### config.mk
export PLATFORM = sky130hd
export DESIGN_NAME = instr_sequencer_flat
export DESIGN_NICKNAME = d
export VERILOG_FILES = /design/src/rtl/instr_sequencer_if.sv /design/src/rtl/instr_sequencer.sv /design/src/flat_wrapper.sv
export SDC_FILE = /design/constraint.sdc
export NUM_CORES = 1
export LEC_CHECK = 0
export CAP_MARGIN = 15
export CORE_MARGIN = 3
export CORE_UTILIZATION = 32
export DETAILED_ROUTE_END_ITERATION = 12
export PLACE_DENSITY_LB_ADDON = 0.3
export SLEW_MARGIN = 30
export SYNTH_ARGS = -nofsm -noshare
export SYNTH_HDL_FRONTEND = slang
export SYNTH_SLANG_ARGS = --single-unit
### constraint.sdc
create_clock -name CLK -period 1.4 [get_ports CLK]
set_clock_uncertainty 0.05 [all_clocks]
set_input_delay 0.21 -clock CLK [delete_from_list [all_inputs] [get_ports CLK]]
set_output_delay 0.21 -clock CLK [all_outputs]
set_load 0.01 [all_outputs]
### src/rtl/instr_sequencer_if.sv
// Bus between the instruction sequencer and its machine-cycle controller / decoder.
// The master modport drives the M-cycle inputs, and the slave modport (the sequencer) drives the status outputs.
interface instr_sequencer_if;
  // Handshake: MC_EN qualifies every input on the CLK edge where it is high.
  // OPCODE is captured only when OPCODE_VALID=1 in the fetch state.
  // LAST_CYCLE is sampled only in the execute state.
  // INT_REQ is sampled only at an instruction boundary.
  // All outputs reflect registered state and are valid throughout the cycle.
  logic        MC_EN;
  logic [7:0]  OPCODE;
  logic        OPCODE_VALID;
  logic        LAST_CYCLE;
  logic        INT_REQ;
  logic        FETCH;
  logic [7:0]  IR;
  logic [2:0]  MCYC;
  logic        CB;
  logic        INT_DISP;
  logic        SEQ_ERR;
  logic [25:0] a;
  logic [1:0]  dbg_state;

  modport master (
    output MC_EN, OPCODE, OPCODE_VALID, LAST_CYCLE, INT_REQ,
    input  FETCH, IR, MCYC, CB, INT_DISP, SEQ_ERR, a, dbg_state
  );

  modport slave (
    input  MC_EN, OPCODE, OPCODE_VALID, LAST_CYCLE, INT_REQ,
    output FETCH, IR, MCYC, CB, INT_DISP, SEQ_ERR, a, dbg_state
  );
endinterface

### src/rtl/instr_sequencer.sv
// Instruction sequencer: fetch/execute/interrupt-dispatch FSM feeding the Decoder1 a[] vector.
// Define SEQ_CB_PREFIX_EN to compile in the 0xCB prefix page; without it, CB is tied to 0.
module instr_sequencer (
    input  logic CLK,
    input  logic nRESET,
    instr_sequencer_if.slave bus
);

    typedef enum logic [1:0] {
        S_FETCH = 2'd0,
        S_EXEC  = 2'd1,
        S_INT   = 2'd2
    } state_t;

    localparam logic [7:0] PREFIX_CB = 8'hCB;
    localparam logic [2:0] INT_LAST  = 3'd4;

    state_t     state;
    logic [7:0] ir_q;
    logic [2:0] mcyc_q;
    logic       cb_q;
    logic       seq_err_q;

`ifndef SEQ_CB_PREFIX_EN
    assign cb_q = 1'b0;
`endif

    always_ff @(posedge CLK or negedge nRESET) begin
        if (!nRESET) begin
            state     <= S_FETCH;
            ir_q      <= 8'h00;
            mcyc_q    <= 3'd0;
            seq_err_q <= 1'b0;
`ifdef SEQ_CB_PREFIX_EN
            cb_q      <= 1'b0;
`endif
        end else if (bus.MC_EN) begin
            case (state)
                S_FETCH: begin
                    if (bus.OPCODE_VALID) begin
                        ir_q   <= bus.OPCODE;
                        mcyc_q <= 3'd0;
                        state  <= S_EXEC;
                    end
                end
                S_EXEC: begin
                    if (!bus.LAST_CYCLE) begin
                        // An instruction that outruns 8 M-cycles pins MCYC at 7 and flags it.
                        if (mcyc_q == 3'd7) begin
                            seq_err_q <= 1'b1;
                        end else begin
                            mcyc_q <= mcyc_q + 3'd1;
                        end
                    end else begin
                        mcyc_q <= 3'd0;
`ifdef SEQ_CB_PREFIX_EN
                        // The prefix must reach its opcode without an interrupt in between.
                        if (ir_q == PREFIX_CB && !cb_q) begin
                            cb_q  <= 1'b1;
                            state <= S_FETCH;
                        end else if (bus.INT_REQ) begin
                            cb_q  <= 1'b0;
                            state <= S_INT;
                        end else begin
                            cb_q  <= 1'b0;
                            state <= S_FETCH;
                        end
`else
                        if (bus.INT_REQ) begin
                            state <= S_INT;
                        end else begin
                            state <= S_FETCH;
                        end
`endif
                    end
                end
                S_INT: begin
                    if (mcyc_q == INT_LAST) begin
                        mcyc_q <= 3'd0;
                        state  <= S_FETCH;
                    end else begin
                        mcyc_q <= mcyc_q + 3'd1;
                    end
                end
                default: begin
                    mcyc_q <= 3'd0;
                    state  <= S_FETCH;
                end
            endcase
        end
    end

`ifndef SEQ_CB_PREFIX_EN
    // Keeps the prefix constant referenced in builds without the CB page.
    logic unused_prefix;
    assign unused_prefix = ^PREFIX_CB;
`endif

    assign bus.FETCH     = (state == S_FETCH);
    assign bus.INT_DISP  = (state == S_INT);
    assign bus.IR        = ir_q;
    assign bus.MCYC      = mcyc_q;
    assign bus.CB        = cb_q;
    assign bus.SEQ_ERR   = seq_err_q;
    assign bus.dbg_state = state;

    // Decoder1 wants true/complement pairs; the MCYC pairs put the true bit on the even index.
    always_comb begin
        bus.a     = '0;
        bus.a[1]  = cb_q;
        bus.a[0]  = ~cb_q;
        bus.a[3]  = (state == S_INT);
        bus.a[2]  = (state != S_INT);
        for (int i = 0; i < 8; i++) begin
            bus.a[5 + 2*i] = ir_q[7 - i];
            bus.a[4 + 2*i] = ~ir_q[7 - i];
        end
        bus.a[20] = mcyc_q[0];
        bus.a[21] = ~mcyc_q[0];
        bus.a[22] = mcyc_q[1];
        bus.a[23] = ~mcyc_q[1];
        bus.a[24] = mcyc_q[2];
        bus.a[25] = ~mcyc_q[2];
    end

endmodule

### src/flat_wrapper.sv
// flat-port wrapper written by rule: the top's interface ports become plain ports
module instr_sequencer_flat 
  (CLK, nRESET, bus_MC_EN, bus_OPCODE, bus_OPCODE_VALID, bus_LAST_CYCLE, bus_INT_REQ, bus_FETCH, bus_IR, bus_MCYC, bus_CB, bus_INT_DISP, bus_SEQ_ERR, bus_a, bus_dbg_state);
  instr_sequencer_if bus_i ();
  input  logic CLK;
  input  logic nRESET;
  input wire logic [$bits(bus_i.MC_EN)-1:0] bus_MC_EN;
  input wire logic [$bits(bus_i.OPCODE)-1:0] bus_OPCODE;
  input wire logic [$bits(bus_i.OPCODE_VALID)-1:0] bus_OPCODE_VALID;
  input wire logic [$bits(bus_i.LAST_CYCLE)-1:0] bus_LAST_CYCLE;
  input wire logic [$bits(bus_i.INT_REQ)-1:0] bus_INT_REQ;
  output wire logic [$bits(bus_i.FETCH)-1:0] bus_FETCH;
  output wire logic [$bits(bus_i.IR)-1:0] bus_IR;
  output wire logic [$bits(bus_i.MCYC)-1:0] bus_MCYC;
  output wire logic [$bits(bus_i.CB)-1:0] bus_CB;
  output wire logic [$bits(bus_i.INT_DISP)-1:0] bus_INT_DISP;
  output wire logic [$bits(bus_i.SEQ_ERR)-1:0] bus_SEQ_ERR;
  output wire logic [$bits(bus_i.a)-1:0] bus_a;
  output wire logic [$bits(bus_i.dbg_state)-1:0] bus_dbg_state;
  assign bus_i.MC_EN = bus_MC_EN;
  assign bus_i.OPCODE = bus_OPCODE;
  assign bus_i.OPCODE_VALID = bus_OPCODE_VALID;
  assign bus_i.LAST_CYCLE = bus_LAST_CYCLE;
  assign bus_i.INT_REQ = bus_INT_REQ;
  assign bus_FETCH = bus_i.FETCH;
  assign bus_IR = bus_i.IR;
  assign bus_MCYC = bus_i.MCYC;
  assign bus_CB = bus_i.CB;
  assign bus_INT_DISP = bus_i.INT_DISP;
  assign bus_SEQ_ERR = bus_i.SEQ_ERR;
  assign bus_a = bus_i.a;
  assign bus_dbg_state = bus_i.dbg_state;
  instr_sequencer u_core (.CLK(CLK), .nRESET(nRESET), .bus(bus_i));
endmodule
Word level (Yosys, flattened, before mapping)
Cells that the tools add are included.
- eq/ne operators: 9
- multiplexer cells: 10
- bitwise logic cells: 12
- add/sub/neg operators: 1
- reduce and logical (&&, ||, !) cells: 5
- operator list (cell ; number):
    $mux W3 ; 4
    $not A1 Y1 ; 12
    $pmux W3 S3 ; 1
    $mux W2 ; 4
    $reduce_and A4 Y1 ; 2
    $eq A3 B3 Y1 const B ; 2
    $ne A2 B2 Y1 const B ; 3
    $pmux W2 S3 ; 1
    $reduce_and A3 Y1 ; 2
    $add A3 B1 Y3 const B ; 1
    $ne A3 B3 Y1 const B ; 1
    $eq A2 B1 Y1 const B ; 1
    $eq A2 B2 Y1 const B ; 1
    $logic_not A2 Y1 ; 1
    $ne A2 B1 Y1 const B ; 1
- register bits: 14
- bits of input ports: 14
- output and inout port bits: 43

Depth between registers and ports, before layout
Gate-level depths: netlist (run 1).
- word-level depth: 4
- depth in mapped cells: 5

Worst setup path after synthesis (run 1)
Ideal clock, no wire load.
- kind: register to register
- start point: register u_core.state[0] (netlist: u_core.bus.dbg_state[0])
- end point: register u_core.mcyc_q[2] (netlist: u_core.bus.MCYC[2])
- cell stages (with the launch flop): 6
- path buffers: 0
- arrival: 1.353 ns
- library setup time: 0.122 ns
- setup slack: -0.124 ns
- period minus slack after synthesis: 1.524 ns
- path through: dfrtp_1 -> inv_1 -> ha_1 -> nand2b_4 -> and3_2 -> a32o_1
- longest elaborated chain between the ends: 3
- elaborated cells between the ends (all ways): 7
- ends and longest elaborated chain (what ; line ; RTL):
    start, declared ; instr_sequencer.sv:18 ; state_t state;
    start signal, assigned ; instr_sequencer.sv:30 ; state <= S_FETCH;
    start signal, assigned ; instr_sequencer.sv:43 ; state <= S_EXEC;
    start signal, assigned ; instr_sequencer.sv:70 ; state <= S_INT;
    $logic_not A2 Y1 (*) ; -- ;
    named net bus_FETCH ; flat_wrapper.sv:12 ; output wire logic [$bits(bus_i.FETCH)-1:0] bus_FETCH;
    $ne A2 B2 Y1 (no source line) ; -- ;
    $reduce_and A3 Y1 (no source line) ; -- ;
    end signal, assigned ; instr_sequencer.sv:52 ; mcyc_q <= mcyc_q + 3'd1;
    end signal, assigned ; instr_sequencer.sv:82 ; mcyc_q <= mcyc_q + 3'd1;
    end, declared ; instr_sequencer.sv:20 ; logic [2:0] mcyc_q;
Mark *: on every way through the listed nets, which the timed path passes. The rest lies on a longest branch.
A chain may end at the register's enable or synchronous reset.

Worst setup path after layout (run 1)
- start point: register u_core.state[1] (netlist: u_core.bus.dbg_state[1])
- end point: register u_core.mcyc_q[1] (netlist: u_core.bus.MCYC[1])
- longest elaborated chain between the ends: 3
- elaborated cells between the ends (all ways): 7
- ends and longest elaborated chain (what ; line ; RTL):
    $eq A2 B1 Y1 or $logic_not A2 Y1 (tied branches) ; instr_sequencer.sv:38 ; case (state)
    $ne A3 B3 Y1 (no source line) or $ne A2 B2 Y1 (tied branches) ; -- ;
    $reduce_and A3 Y1 (no source line) ; -- ;
Parallel ways exist; a longest one is shown, timed or not.

==> results of run 1 <==
[power by group]
group	total (mW)	switching, mW	internal [mW]
combinational	1.94	0.852	1.09
clock	0.284	0.126	0.158
sequential	0.713	0.145	0.569
total	2.93	1.12	1.81
[per-layer routing]
metal / up-vias / GRT usage [%]
met1: 351 / 15.6
met3: 4 / 3.56
li1: 370 / -
met5: - / 0
met4: 0 / 4.97
met2: 26 / 23.1
[flip-flops by register name, indices dropped and copies added, names as in the netlist]
register and cells:
u_core.bus.IR 8, u_core.bus.MCYC 3, u_core.bus.SEQ_ERR 1, u_core.bus.dbg_state 2
[cells in the final DEF, fill, tap and decap left out, types with 2 or more instances in the layout]
| master | count |
|---|---|
| dlygate4sd2_1 | 30 |
| buf_4 | 15 |
| clkdlybuf4s50_1 | 13 |
| inv_1 | 12 |
| dfrtp_1 | 12 |
| mux2_2 | 7 |
| buf_6 | 5 |
| ha_4 | 4 |
| buf_2 | 4 |
| conb_1 | 3 |
| clkbuf_4 | 3 |
| clkdlybuf4s15_1 | 3 |
| inv_2 | 2 |
| nand3_4 | 2 |
| nand2_1 | 2 |
| and3_4 | 2 |
| dfrtp_2 | 2 |
[timing repair]
action | CTS | global route
setup endpoints to repair | 53 | 22
pin swaps | 2 | 9
gates resized for setup | 63 | 17
buffers inserted | 8 | 2
cloned | 1 | 0
[cell families after synthesis]
family                   share of synthesized area, %
buffers and inverters                            19.7
flip-flops                                       40.8
AND/OR/NAND/NOR                                  9.62
multiplexers                                     11.7
AO/OA/AOI/OAI                                    8.60
adder cells (fa/ha/maj)                          8.75
other                                           0.875
[stage by stage]
step	utilization, %	power (mW)	hold WS [ns]	setup slack [ns]	cell area (sq um)
6_report	61.0	2.93	0.179	-0.0986	1540
5_1_grt	61.0	3.16	0.177	-0.151	1540
4_1_cts	58.5	2.84	0.186	-0.127	1480
3_5_place_dp	55.9	2.71	0.422	-0.119	1410
3_3_place_gp	55.9	2.68	0.415	-0.0686	1410
2_1_floorplan	-	1.73	-0.136	-0.00882	893
[how the worst max path moves through the flow]
stage | startpoint | to | slack (ns) | depth (start not counted)
floorplan | u_core.bus.MCYC[1]$_DFFE_PN0P_ | u_core.bus.MCYC[2]$_DFFE_PN0P_ | -0.009 | 5
global placement | bus_OPCODE_VALID | u_core.bus.MCYC[1]$_DFFE_PN0P_ | -0.07 | 4
detailed placement | bus_OPCODE_VALID | u_core.bus.MCYC[1]$_DFFE_PN0P_ | -0.12 | 4
CTS | u_core.bus.dbg_state[1]$_DFFE_PN0P_ | u_core.bus.MCYC[1]$_DFFE_PN0P_ | -0.13 | 7
global route | u_core.bus.dbg_state[1]$_DFFE_PN0P_ | u_core.bus.MCYC[1]$_DFFE_PN0P_ | -0.15 | 5
finish | u_core.bus.dbg_state[1]$_DFFE_PN0P_ | u_core.bus.MCYC[1]$_DFFE_PN0P_ | -0.1 | 5
[area by class of cell]
class / count / area [sq um]
Timing Repair Buffer: 71 / 617
Tap cell: 30 / 37.5
Inverter: 15 / 58.8
Multi-Input combinational cell: 38 / 437
Fill cell: 233 / 983
Sequential cell: 14 / 353
Clock buffer: 4 / 36.3
==> impl_metrics.json, run 1 <==
{
  "outcome": "finished with violations",
  "violations": "setup timing",
  "finalSetupViolations": 13,
  "clk_path_buf_depth": 2,
  "required_ns": 1.51,
  "dr_total_vias": 751,
  "timing.critical_path.cells": "buf_6 -> inv_4 -> ha_2 -> nand3b_1 -> a32o_2",
  "power.ir.vdd_worst_v": 0.00119,
  "die-area_sq_um": 3340,
  "insertedDiodeCount": 0,
  "synthesis.yosys.warnings": 0,
  "number_of_flops_mapped_to_enable_cells_by_yosys": 0,
  "met1_length_um": 804,
  "core_area_sq_um": 2520,
  "grt_start_max_net_pins": 15,
  "antenna_found_initial": 0,
  "drt_pass_1_iters": 2,
  "reg2reg_to": "u_core.bus.MCYC[1]$_DFFE_PN0P_",
  "critical_path.reg2reg.startpoint": "u_core.bus.dbg_state[1]$_DFFE_PN0P_",
  "placementRows": 18,
  "syn-mean-instance-area_sq_um": 10.7,
  "grt.total_usage_pct": 13.3,
  "synth.top_cells.by_count": "15 x buf_4, 15 x inv_1, 14 x dfrtp_1, 8 x mux2_2, 6 x ha_1",
  "timing.final.ws_setup_ns": -0.0986,
  "met2_wirelength_mm": 1.18,
  "critical_path_buf_inv_count": 2,
  "drv.max_cap_violation_count": 0,
  "yosysUniqueCellTypes": 23,
  "chipWidth_um": 57.8,
  "top_layer_used": "met4",
  "route.detailed.vias_per_inst": 4.37,
  "cpLargestDelayFamily": "flip-flops",
  "nets": 163,
  "clkSlewWorstSetupHoldPaths_ns": 0.08,
  "post_drt_wl_per_cell_um": 12.4,
  "post_route_cells_drive_above_1_share_pct": 39.4,
  "cp.arrival_ns": 1.61,
  "criticalPathCategory": "flop to flop",
  "grt_pass1_vias": 746,
  "cts-buffers-inserted": 3,
  "finalWorstPathRequiredPeriod_ns": 1.50,
  "cts.sinks": 14,
  "crit_fanout": 6,
  "kind_of_start_point_of_the_critical_path": "flop",
  "maximum_achievable_frequency_ghz": 0.667,
  "initialDrtViolationCount": 10,
  "ys_top_cells_by_area": "dfrtp_1 41%, buf_4 13%, mux2_2 10%",
  "post_cts_hold_buffer_count": 0,
  "worstRegToRegCells": 5,
  "power.leakage_nw": 0.780,
  "grt_remaining_overflow": 0,
  "synth.ff_latch_count": 14,
  "yosys.area.top_type": "dfrtp_1",
  "io_buffer_count": 53,
  "dominantRegCellSynth": "dfrtp_1",
  "synthesis_to_finish_area_growth_pct": 79.3,
  "cellPowerDensity_nw_per_um2": 1910,
  "cts.root.buffer_cell": "clkbuf_4",
  "dp_cells": 157,
  "io_pins": 57,
  "regToRegSetupSlack_ns": -0.1,
  "cp_capture_type": "flop",
  "dpl.hpwl_mm": 1.63,
  "yosysTopAreaCellShare_pct": 40.8,
  "clk_latency_ns": 0.28,
  "cts_tree": "done",
  "ctsHtreeMaxLevel": 1,
  "drv_slew": 0,
  "synth-seq-area-share_pct": 40.8,
  "starting_density_pct": 34.0,
  "min_path_type": "input port to async pin",
  "remaining_drc_errors": 0,
  "post_route_antenna_net_violation_count": 0,
  "fin_crit_sh_pct": 107,
  "postSynth.asyncResetShare_pct": 100,
  "stdcell_count": 172,
  "cell_area_synth_sq_um": 858,
  "die_h_um": 57.8,
  "grt_pass1_wl_mm": 3.44,
  "hold_viol": 0,
  "crit_path_max_incr_delay_ns": 0.41,
  "rsz_0062_raised_after_global_routing": "true",
  "critPathSlowestCell": "dfrtp_1",
  "fin_tns_setup_ns": -0.605,
  "met3_length_um": 109,
  "post_synth_inst_count": 80,
  "gpl.final_weighted_congestion": 0.797,
  "totalWireLength_mm": 2.14
}
Note: power is estimated with default switching activity, not from simulation.
==> inputs of run 2 (changes only) <==
==> constraint.sdc (replaced) <==
create_clock -name CLK -period 1.4 [get_ports CLK]
set_clock_uncertainty 0.05 [all_clocks]
set_input_delay 0.21 -clock CLK [delete_from_list [all_inputs] [get_ports CLK]]
set_output_delay 0.21 -clock CLK [all_outputs]
set_load 0.05 [all_outputs]
==> impl_metrics.json, run 2 (synthesis gave the netlist of run 1 again) <==
{
  "rsz_0062_raised_after_global_routing": "true",
  "cts-buffers-inserted": 3,
  "maximum_achievable_frequency_ghz": 0.623,
  "fin_crit_sh_pct": 115,
  "totalWireLength_mm": 3.43,
  "outcome": "finished with violations",
  "critPathSlowestCell": "dfrtp_2",
  "clk_latency_ns": 0.28,
  "antenna_found_initial": 0,
  "final_cell_mix": "40 x buf_12, 14 x buf_4, 13 x clkdlybuf4s50_1, 12 x buf_6, 10 x dfrtp_1",
  "dr_total_vias": 846,
  "required_ns": 1.52,
  "cp.arrival_ns": 1.72,
  "chipWidth_um": 57.8,
  "grt.total_usage_pct": 18.1,
  "drv.max_cap_violation_count": 0,
  "cts_tree": "done",
  "crit_path_max_incr_delay_ns": 0.44,
  "finalWorstPathRequiredPeriod_ns": 1.61,
  "kind_of_start_point_of_the_critical_path": "flop",
  "clk_path_buf_depth": 2,
  "placementRows": 18,
  "clkSlewWorstSetupHoldPaths_ns": 0.07,
  "io_buffer_count": 53,
  "ctsHtreeMaxLevel": 1,
  "grt.met2_usage_pct": 33.9,
  "hold_viol": 0,
  "route.detailed.vias_per_inst": 4.73,
  "nFillCells": 126,
  "remaining_drc_errors": 0,
  "cp_capture_type": "flop",
  "post_route_antenna_net_violation_count": 0,
  "fin_tns_setup_ns": -2.28,
  "starting_density_pct": 34.0,
  "grt.busiest_layer": "met2",
  "min_path_type": "input port to async pin",
  "worstRegToRegCells": 6,
  "crit_top_cell": "ha_4",
  "post_cts_hold_buffer_count": 0,
  "post_drt_wl_per_cell_um": 19.2,
  "criticalPathCategory": "flop to flop",
  "largest_register_ff_count": 8,
  "grt_remaining_overflow": 0,
  "violations": "setup timing",
  "synthesis_to_finish_area_growth_pct": 149,
  "timing.critical_path.cells": "ha_4 -> ha_4 -> nand3b_1 -> buf_4 -> a31oi_4 -> a41o_1",
  "crit_fanout": 4,
  "grt_pass1_wl_mm": 4.55,
  "drv_slew": 0,
  "stdcell_count": 179,
  "cts.sinks": 14,
  "final_common_cell": "buf_12",
  "die_h_um": 57.8,
  "finalSetupViolations": 19,
  "io_pins": 57,
  "die-area_sq_um": 3340,
  "nets": 171,
  "grt_pass1_vias": 913,
  "insertedDiodeCount": 0,
  "core_area_sq_um": 2520,
  "final_cell_utilization_of_the_core_pct": 84.6,
  "dp_cells": 163,
  "post_route_cells_drive_above_1_share_pct": 68.5,
  "initialDrtViolationCount": 8,
  "use_met1_pct": 18.4,
  "cts.root.buffer_cell": "clkbuf_4",
  "dpl.hpwl_mm": 2.04,
  "grt_start_max_net_pins": 15,
  "drt_pass_1_iters": 4,
  "timing.final.ws_setup_ns": -0.206,
  "gr-usage-met3_pct": 4.90,
  "gpl.final_weighted_congestion": 0.727
}
==> run 2: final timing paths <==
kind                                                 from                             end  slack (ns)
max in group asynchronous                          nRESET  u_core.bus.MCYC[0]$_DFFE_PN0P_        0.87
min in group CLK                            bus_OPCODE[2]    u_core.bus.IR[2]$_DFFE_PN0P_        0.49
setup reg to reg           u_core.bus.MCYC[1]$_DFFE_PN0P_  u_core.bus.MCYC[0]$_DFFE_PN0P_       -0.21
hold reg to reg            u_core.bus.SEQ_ERR$_DFFE_PN0P_  u_core.bus.SEQ_ERR$_DFFE_PN0P_        0.51
hold / removal                                     nRESET    u_core.bus.IR[4]$_DFFE_PN0P_        0.24
setup / recovery           u_core.bus.MCYC[1]$_DFFE_PN0P_  u_core.bus.MCYC[0]$_DFFE_PN0P_       -0.21
==> run 2: per-stage QoR <==
stage / setup slack, ns / cell area [sq um] / hold WS (ns)
3_5_place_dp: -0.122 / 1880 / 0.483
3_3_place_gp: -0.0665 / 1880 / 0.477
5_1_grt: -0.240 / 2130 / 0.230
6_report: -0.206 / 2130 / 0.238
4_1_cts: -0.165 / 2040 / 0.185
2_1_floorplan: -0.412 / 922 / -0.136
==> run 2: layout make-up <==
class,count,area [sq um],area share [%]
Clock buffer,3,22.5,1.06
Inverter,15,73.8,3.46
Multi-Input combinational cell,38,473,22.2
Sequential cell,14,355,16.7
Tap cell,30,37.5,1.76
Timing Repair Buffer,79,1170,54.9
==> run 2: timing repair <==
item / 4_1_cts / 5_1_grt
pin swaps: 5 / 2
resized for setup: 15 / 15
setup endpoints to repair: 9 / 22
buffers inserted: 9 / 3
gates cloned: 0 / 1
==> run 2: critical path, delay by kind of cell, from the launching register on <==
kind | cells | cell delay (ns)
AOI/OAI and AO/OA | 2 | 0.30
adders and majority gates | 2 | 0.32
buffers and inverters | 1 | 0.18
DFF | 1 | 0.44
and+or+nand+nor | 1 | 0.20
==> run 2: routing by layer <==
| metal | part of all wire [%] | up-vias |
|---|---|---|
| met1 | 33 | 419 |
| li1 | - | 384 |
| met3 | 5.0 | 9 |
| met4 | 2.5 | 0 |
| met5 | 0 | - |
| met2 | 59 | 34 |
Power of run 2 is not shown: default switching activity piles up to over one toggle a cycle in this logic, so the estimate is an artifact.
